**src/rtl/systolic_feeder_if.sv**
```systemverilog
// systolic_feeder_if: handshake bundle between a tile producer and the systolic feeder.
//   Weight channel: w_valid, w_ready, w_data. Element (r,c) sits at bit offset
//     (r*ARRAY_DIM+c)*WEIGHT_WIDTH.
//   Activation channel: a_valid, a_ready, a_data, a_last. Element r (array row r) sits at
//     offset r*DATA_WIDTH. a_last marks the final vector of a tile.
//   master: the producer side (drives valid/data/last, reads ready).
//   slave:  the feeder side (reads valid/data/last, drives ready).
interface systolic_feeder_if #(
  parameter int unsigned ARRAY_DIM    = 4,
  parameter int unsigned DATA_WIDTH   = 16,
  parameter int unsigned WEIGHT_WIDTH = 8
);
  logic                                        w_valid;
  logic                                        w_ready;
  logic [ARRAY_DIM*ARRAY_DIM*WEIGHT_WIDTH-1:0] w_data;
  logic                                        a_valid;
  logic                                        a_ready;
  logic [ARRAY_DIM*DATA_WIDTH-1:0]             a_data;
  logic                                        a_last;

  modport master (
    output w_valid, w_data, a_valid, a_data, a_last,
    input  w_ready, a_ready
  );

  modport slave (
    input  w_valid, w_data, a_valid, a_data, a_last,
    output w_ready, a_ready
  );
endinterface

```
**src/rtl/systolic_feeder.sv**
```systemverilog
// systolic_feeder: accepts a weight tile and a stream of activation vectors and feeds a
// ARRAY_DIM x ARRAY_DIM systolic core. Activations are skewed so row r lags row 0 by r cycles.
//   clk, rst                 : single clock, asynchronous active-high reset.
//   bus (slave)              : weight and activation handshakes (see systolic_feeder_if).
//   core_weights_in_flat     : weight tile captured on the weight handshake.
//   load_weights_en_array    : one-cycle weight load strobe (LOAD state).
//   core_enable              : PE enable, high in STREAM and DRAIN.
//   core_activation_in_flat  : skewed activations, row r at offset r*DATA_WIDTH.
//   core_psum_in_flat        : top-row partial sums, tied to zero.
//   busy                     : high in every state except IDLE.
//   done                     : one-cycle pulse in the first IDLE cycle after DRAIN.
// Optional: define SYSTOLIC_FEEDER_STALL_CNT_EN to add stall_cnt, a saturating 16-bit count of
// STREAM cycles with a_valid low, cleared when a new weight tile is accepted.
module systolic_feeder #(
  parameter int unsigned ARRAY_DIM    = 4,
  parameter int unsigned DATA_WIDTH   = 16,
  parameter int unsigned WEIGHT_WIDTH = 8,
  parameter int unsigned ACCUM_WIDTH  = 24
) (
  input  logic                                        clk,
  input  logic                                        rst,
  systolic_feeder_if.slave                            bus,
  output logic [ARRAY_DIM*ARRAY_DIM*WEIGHT_WIDTH-1:0] core_weights_in_flat,
  output logic                                        load_weights_en_array,
  output logic                                        core_enable,
  output logic [ARRAY_DIM*DATA_WIDTH-1:0]             core_activation_in_flat,
  output logic [ARRAY_DIM*ACCUM_WIDTH-1:0]            core_psum_in_flat,
  output logic                                        busy,
  output logic                                        done
`ifdef SYSTOLIC_FEEDER_STALL_CNT_EN
  ,
  output logic [15:0]                                 stall_cnt
`endif
);

  localparam int unsigned CntWidth = $clog2(2 * ARRAY_DIM);
  // DRAIN runs while the counter walks DrainLoad..0, i.e. 2*ARRAY_DIM-1 cycles.
  localparam logic [CntWidth-1:0] DrainLoad = CntWidth'(2 * ARRAY_DIM - 2);

  typedef enum logic [1:0] {StIdle, StLoad, StStream, StDrain} state_e;

  state_e                                      state_q, state_d;
  logic [CntWidth-1:0]                         drain_cnt_q, drain_cnt_d;
  logic                                        done_q;
  logic [ARRAY_DIM*ARRAY_DIM*WEIGHT_WIDTH-1:0] weights_q;

  logic w_ready_s;
  logic a_ready_s;
  logic w_hs;
  logic a_hs;
  logic advance;

  assign w_ready_s = (state_q == StIdle);
  assign a_ready_s = (state_q == StStream);
  assign w_hs      = bus.w_valid && w_ready_s;
  assign a_hs      = bus.a_valid && a_ready_s;
  assign advance   = (state_q == StStream) || (state_q == StDrain);

  // Held low while rst is asserted so every output reads zero during reset.
  assign bus.w_ready = w_ready_s && !rst;
  assign bus.a_ready = a_ready_s;

  // ---------------------------------------------------------------------------------------------
  // FSM
  // ---------------------------------------------------------------------------------------------
  always_ff @(posedge clk or posedge rst) begin
    if (rst) begin
      state_q     <= StIdle;
      drain_cnt_q <= '0;
      done_q      <= 1'b0;
    end else begin
      state_q     <= state_d;
      drain_cnt_q <= drain_cnt_d;
      done_q      <= (state_q == StDrain) && (drain_cnt_q == '0);
    end
  end

  always_comb begin
    state_d               = state_q;
    drain_cnt_d           = drain_cnt_q;
    load_weights_en_array = 1'b0;
    core_enable           = 1'b0;
    busy                  = 1'b1;
    unique case (state_q)
      StIdle: begin
        busy = 1'b0;
        if (w_hs) begin
          state_d = StLoad;
        end
      end
      StLoad: begin
        load_weights_en_array = 1'b1;
        state_d               = StStream;
      end
      StStream: begin
        core_enable = 1'b1;
        if (a_hs && bus.a_last) begin
          state_d     = StDrain;
          drain_cnt_d = DrainLoad;
        end
      end
      StDrain: begin
        core_enable = 1'b1;
        if (drain_cnt_q == '0) begin
          state_d = StIdle;
        end else begin
          drain_cnt_d = drain_cnt_q - 1'b1;
        end
      end
      default: begin
        state_d = StIdle;
      end
    endcase
  end

  assign done = done_q;

  // ---------------------------------------------------------------------------------------------
  // Weight tile register
  // ---------------------------------------------------------------------------------------------
  always_ff @(posedge clk or posedge rst) begin
    if (rst) begin
      weights_q <= '0;
    end else if (w_hs) begin
      weights_q <= bus.w_data;
    end
  end

  assign core_weights_in_flat = weights_q;
  assign core_psum_in_flat    = '0;

  // ---------------------------------------------------------------------------------------------
  // Activation skew: row r is an (r+1)-deep shift register. Stage 0 captures on the handshake
  // edge, so row r presents its element r edges later. Cycles without a handshake push zero.
  // ---------------------------------------------------------------------------------------------
  for (genvar r = 0; r < ARRAY_DIM; r++) begin : g_row
    logic [DATA_WIDTH-1:0] line_q [r+1];
    logic [DATA_WIDTH-1:0] line_in;

    assign line_in = a_hs ? bus.a_data[r*DATA_WIDTH +: DATA_WIDTH] : '0;

    always_ff @(posedge clk or posedge rst) begin
      if (rst) begin
        for (int i = 0; i <= r; i++) begin
          line_q[i] <= '0;
        end
      end else if (advance) begin
        line_q[0] <= line_in;
        for (int i = 1; i <= r; i++) begin
          line_q[i] <= line_q[i-1];
        end
      end
    end

    assign core_activation_in_flat[r*DATA_WIDTH +: DATA_WIDTH] = line_q[r];
  end

`ifdef SYSTOLIC_FEEDER_STALL_CNT_EN
  // ---------------------------------------------------------------------------------------------
  // Stall counter: STREAM cycles starved of activations, saturating.
  // ---------------------------------------------------------------------------------------------
  logic [15:0] stall_cnt_q;

  always_ff @(posedge clk or posedge rst) begin
    if (rst) begin
      stall_cnt_q <= '0;
    end else if (w_hs) begin
      stall_cnt_q <= '0;
    end else if ((state_q == StStream) && !bus.a_valid && (stall_cnt_q != 16'hFFFF)) begin
      stall_cnt_q <= stall_cnt_q + 16'd1;
    end
  end

  assign stall_cnt = stall_cnt_q;
`endif

endmodule

```
**src/flat_wrapper.sv**
```systemverilog
// flat-port wrapper written by rule: the top's interface ports become plain ports
module systolic_feeder_flat 
#(
  parameter int unsigned ARRAY_DIM    = 4,
  parameter int unsigned DATA_WIDTH   = 16,
  parameter int unsigned WEIGHT_WIDTH = 8,
  parameter int unsigned ACCUM_WIDTH  = 24
)
  (clk, rst, core_weights_in_flat, load_weights_en_array, core_enable, core_activation_in_flat, core_psum_in_flat, busy, done, bus_w_valid, bus_w_data, bus_a_valid, bus_a_data, bus_a_last, bus_w_ready, bus_a_ready);
  systolic_feeder_if #(.ARRAY_DIM(ARRAY_DIM), .DATA_WIDTH(DATA_WIDTH), .WEIGHT_WIDTH(WEIGHT_WIDTH)) bus_i ();
  input  logic clk;
  input  logic rst;
  output logic [ARRAY_DIM*ARRAY_DIM*WEIGHT_WIDTH-1:0] core_weights_in_flat;
  output logic load_weights_en_array;
  output logic core_enable;
  output logic [ARRAY_DIM*DATA_WIDTH-1:0] core_activation_in_flat;
  output logic [ARRAY_DIM*ACCUM_WIDTH-1:0] core_psum_in_flat;
  output logic busy;
  output logic done;
  input wire logic [$bits(bus_i.w_valid)-1:0] bus_w_valid;
  input wire logic [$bits(bus_i.w_data)-1:0] bus_w_data;
  input wire logic [$bits(bus_i.a_valid)-1:0] bus_a_valid;
  input wire logic [$bits(bus_i.a_data)-1:0] bus_a_data;
  input wire logic [$bits(bus_i.a_last)-1:0] bus_a_last;
  output wire logic [$bits(bus_i.w_ready)-1:0] bus_w_ready;
  output wire logic [$bits(bus_i.a_ready)-1:0] bus_a_ready;
  assign bus_i.w_valid = bus_w_valid;
  assign bus_i.w_data = bus_w_data;
  assign bus_i.a_valid = bus_a_valid;
  assign bus_i.a_data = bus_a_data;
  assign bus_i.a_last = bus_a_last;
  assign bus_w_ready = bus_i.w_ready;
  assign bus_a_ready = bus_i.a_ready;
  systolic_feeder #(.ARRAY_DIM(ARRAY_DIM), .DATA_WIDTH(DATA_WIDTH), .WEIGHT_WIDTH(WEIGHT_WIDTH), .ACCUM_WIDTH(ACCUM_WIDTH)) u_core (.clk(clk), .rst(rst), .bus(bus_i), .core_weights_in_flat(core_weights_in_flat), .load_weights_en_array(load_weights_en_array), .core_enable(core_enable), .core_activation_in_flat(core_activation_in_flat), .core_psum_in_flat(core_psum_in_flat), .busy(busy), .done(done));
endmodule
```
**config.mk**
```make
export PLATFORM = sky130hd
export DESIGN_NAME = systolic_feeder_flat
export DESIGN_NICKNAME = d
export VERILOG_FILES = /design/src/rtl/systolic_feeder_if.sv /design/src/rtl/systolic_feeder.sv /design/src/flat_wrapper.sv
export SDC_FILE = /design/constraint.sdc
export NUM_CORES = 1
export LEC_CHECK = 0
export BUFFER_PORTS_ARGS = -buffer_cell sky130_fd_sc_hd__buf_2
export CAP_MARGIN = 20
export CORE_MARGIN = 2
export CORE_UTILIZATION = 25
export CTS_CLUSTER_DIAMETER = 100
export CTS_CLUSTER_SIZE = 40
export DETAILED_ROUTE_END_ITERATION = 16
export GPL_ROUTABILITY_DRIVEN = 0
export PLACE_DENSITY_LB_ADDON = 0.25
export SLEW_MARGIN = 25
export SYNTH_ARGS = -nofsm -noshare
export SYNTH_HDL_FRONTEND = slang
export SYNTH_SLANG_ARGS = --single-unit
```
**constraint.sdc**
```tcl
create_clock -name clk -period 16.3 [get_ports clk]
set_input_delay 3.26 -clock clk [delete_from_list [all_inputs] [get_ports clk]]
set_output_delay 3.26 -clock clk [all_outputs]
set_load 0.1 [all_outputs]
```
; ---- After elaboration in Yosys (flattened, before gate mapping)
; Index checks and enable logic that the tools add are counted.
[op_classes]
reduce_logical = 13
n_mul = 0
addsub = 1
div = 0
n_lt_le_gt_ge = 0
shift = 0
n_eq_ne = 7
bitwise = 0
muxes = 14
[op_table]
columns = op, n
row1 = 2-to-1 mux 16 bit, 4
row2 = "!= test 2 bit, second input constant", 4
row3 = one-hot mux 2 bit (4 select lines), 1
row4 = 2-to-1 mux 2 bit, 3
row5 = 2-to-1 mux 3 bit, 2
row6 = one-hot mux 3 bit (2 select lines), 1
row7 = AND reduction 3 bit, 2
row8 = logical AND 1 bit, 5
row9 = "equality test 2 bit, second input constant", 2
row10 = logical NOT 3 bit, 1
row11 = 2-to-1 mux 1 bit, 3
row12 = "subtractor 3 x 1 -> 3 bit, second input constant", 1
row13 = "equality test 2 x 1 -> 1 bit, second input constant", 1
row14 = logical NOT 2 bit, 1
row15 = nonzero test 2 bit, 1
row16 = OR reduction 2 bit, 1
row17 = logical NOT 1 bit, 1
row18 = logical OR 1 bit, 1
[word_totals]
memories = 0
reg_bits = 294
input_bits = 197
latchBits = 0
out_inout_bits = 294
ramBits = 0
rom_bits = 0

; ---- Logic depth before layout (Yosys ltp)
[logic_depth]
word_depth = 5
ltp_mapped = 6

; ---- Least setup slack after synthesis
; No wires, ideal clock.
[synth_timing]
path_type = input-to-output
startpoint = input port rst
endpoint = output port bus_w_ready
slack_ps = 8529
n_path_buf = 0
arrival_time_ps = 4511
path_stages = 1
cell_sequence = nor2_1
[synth_between]
elab_chain_cells = 2
[synth_lines]
columns = item, line
row1 = start: declaration, flat_wrapper.sv:12  ; input logic rst;
row2 = logical NOT 1 bit, systolic_feeder.sv:60  ; assign bus.w_ready = w_ready_s && !rst;
row3 = logical AND 1 bit, systolic_feeder.sv:60
row4 = end: declaration, flat_wrapper.sv:25  ; output wire logic [$bits(bus_i.w_ready)-1:0] bus_w_ready;
; No other way between the ends.

; ---- Final worst setup path
; Ends and elaborated chain as after synthesis.

==> results.md <==
- Skew final: 0.0475 ns
- Final max-slew violation count: 0
- I/O pin count: 491
- Routed via count divided by cell count: 3.97
- Normalized max-slew margin: 42.1%
- GRT met2 Usage: 17.8%
- Total of hold buffers inserted after clock tree synthesis: 0
- Drt first-iter violations: 264
- Library cell occupying the most area in the post-synthesis netlist: sky130_fd_sc_hd__dfrtp_1
- Largest net degree at the start of global routing: just under 100
- Sequential share of the synthesized area: 60.8%
- Clock-pin transition on the worst setup and hold timing paths: around 0.14 ns
- Outcome: complete, no violations
- Starting density of the core: 25.4%
- Type of element launching the critical path: primary input
- Proportion of netlist area held by the largest area contributor: between 60% and 70%
- Residual overflow from global routing: 0
- Transition time of the tightest slew-check pin: 0.868 ns
- Number of port buffers: 394
- Number of antenna violations at the first check in global routing: 3
- DRC violation count after routing: 0
- Count of flip-flops with a built-in enable after synthesis: 0
- Die W: 224 um
- Busiest layer in global routing: met2
- Number of maximum-capacitance constraint violations: 0
- Die height: 224 um
- Final critical path time including I/O delays and setup: 7.16 ns
- Multi-input gate area: between 3000 and 4000 sq um
- All-layer global routing usage: 10.5%
- Length of the first detailed-routing pass in iterations: 4
- Vias in the first global route: 7066
- Total negative setup slack: 0 ns
- First-pass GRT wire length: 41600 um
- Clk_lat worst skew: around 0.53 ns
- Longest Clk Path Bufs: 3
- Half-perimeter wire length of the detailed placement result: 19600 um
- Met3 routing resource usage after global routing: 3.04%
- Most instantiated flip-flop cell in the synthesis netlist: sky130_fd_sc_hd__dfrtp_1
- Final wirelength: ~28000 um
- Layout net count: 1337
- Met1 track demand over resource in global routing: 13.1%
- Via count: between 6k and 7k
- Setup repair after global routing missed its margin: no
- Maximum clock frequency: 140 MHz
- Yosys synthesis warning count: 0
- Share of layout cells above drive strength 1: a little under three fifths
- Async S/R FF share, synth: 100%
- FF/Latch Area: 7360 sq um
- Post-route antenna net violation count: 0
- Number of distinct standard cells referenced by the synthesized netlist: 28
- Total number of clock tree sinks: 294
- Critical Path RT: 13.04 ns
- TritonCTS clock tree: built
- Avg Cell Area, Syn: 15.1 sq um
- Number of buffers created by CTS: 14
- Hold Crit Class: reg -> reg
- Top cells by area in the synthesized netlist: sky130_fd_sc_hd__dfrtp_1 61%, sky130_fd_sc_hd__mux2_2 18%, sky130_fd_sc_hd__buf_4 8.9%
- Die area: between 50000 and 60000 sq um
- Max H-tree Level: 1
- Final-report hold violation count: 0
- Fill count: between 4k and 5k
- Gate count of the mapped netlist: 802
- Arrival @ worst endpoint: 3.90 ns
- Crit Path Max Fanout: 2
- Count of buffers added by post-CTS timing repair for setup: 0
- Wire length per cell after detailed routing: 15.8 um
- Kind of capture point of the worst setup path: primary output
- Standard-cell rows: 80
- Share of the clock period used by the worst path after layout: 43.9%
- Layout Area Growth over Synthesis: 19.4%
- Placeable core region: 47700 sq um
- Final-report setup violation count: 0
- Number of synthesized register bits: 294
- Mapped Area: 12100 sq um
- Critical setup path kind: in -> out
- Quantity of gates resized following cts: 0
- CTS root buf: sky130_fd_sc_hd__clkbuf_16
-- cell usage after synthesis, drive strengths merged (2+ instances only) --
library cell,instances
buf,182
ha,8
inv,8
nor2,2
a22o,65
nand2,2
dfrtp,294
mux2,226
-- cell usage in the layout, fill, tap and decap left out, types with 2 or more instances in the layout --
master,synthesis,layout
sky130_fd_sc_hd__buf_4,144,3
sky130_fd_sc_hd__buf_2,23,394
sky130_fd_sc_hd__a22o_1,65,65
sky130_fd_sc_hd__mux2_2,194,194
sky130_fd_sc_hd__dfrtp_1,294,294
sky130_fd_sc_hd__inv_1,7,6
sky130_fd_sc_hd__inv_12,0,2
sky130_fd_sc_hd__clkbuf_16,0,15
sky130_fd_sc_hd__ha_1,8,8
sky130_fd_sc_hd__buf_6,15,4
sky130_fd_sc_hd__conb_1,1,96
sky130_fd_sc_hd__inv_8,0,2
sky130_fd_sc_hd__mux2_1,32,32
-- cell families after synthesis --
| logic type | Yosys count | synth area share, % |
|---|---|---|
| flops | 294 | 60.8 |
| mux | 226 | 21.0 |
| buf+inv | 190 | 11.5 |
| compound gates | 71 | 5.13 |
| simple gates | 12 | 0.723 |
| fa+ha+maj | 8 | 0.827 |
| other cells | 1 | 0.0310 |
-- state kept, by name, indices dropped and copies added, names as in the netlist --
name,count
u_core.core_activation_in_flat,48
u_core.done,1
u_core.drain_cnt_q,3
u_core.state_q,2
u_core.core_weights_in_flat,128
u_core.g_row.line_q,112
-- area by class of cell --
class | count | share of cell area, %
clock buffers | 16 | 2.62
flip-flops and latches | 294 | 50.9
repair buffers | 401 | 14.1
diodes | 1 | 0.0173
inverters | 8 | 0.260
multi-input cells | 413 | 25.8
clock inverters | 8 | 1.03
well taps | 615 | 5.32
-- critical path, cell delays in order --
cell	delay [ns]
sky130_fd_sc_hd__buf_2	0.14
sky130_fd_sc_hd__nor2_1	0.08
sky130_fd_sc_hd__buf_2	0.42
-- per-stage QoR --
stage	hold slack (ns)	area (sq um)	cells	setup WS, ns	utilization, %
floorplan	0.452	12500	897	4.92	-
global placement	0.462	13900	1731	9.14	29.1
detailed placement	0.467	13900	1731	9.14	29.1
CTS	0.463	14400	1755	9.14	30.3
global route	0.485	14500	1755	9.12	30.3
finish	0.460	14500	1756	9.14	30.3
-- path summary, 6_finish.rpt --
path	startpoint	endpoint	slack, ns	cells past startpoint
worst max-delay path	rst	bus_w_ready	9.14	3
worst min-delay path	u_core.g_row[2].line_q[38]	u_core.g_row[2].line_q[22]	0.46	1
worst max register to register	u_core.state_q[0]	u_core.core_activation_in_flat[37]	13.34	6
worst min register to register	u_core.g_row[2].line_q[38]	u_core.g_row[2].line_q[22]	0.46	1
max in group asynchronous	rst	u_core.core_weights_in_flat[26]	11.57	4
min in group asynchronous	rst	u_core.g_row[0].line_q[5]	2.83	2
-- metal layers --
layer  wire length (um)  share of wire (%)
met5                 15              0.054
met3               2320                8.4
met4                385                1.4
met2              13600                 49
met1              11500                 41
Power is not shown: default switching activity piles up to over one toggle a cycle in this logic, so the estimate is an artifact.
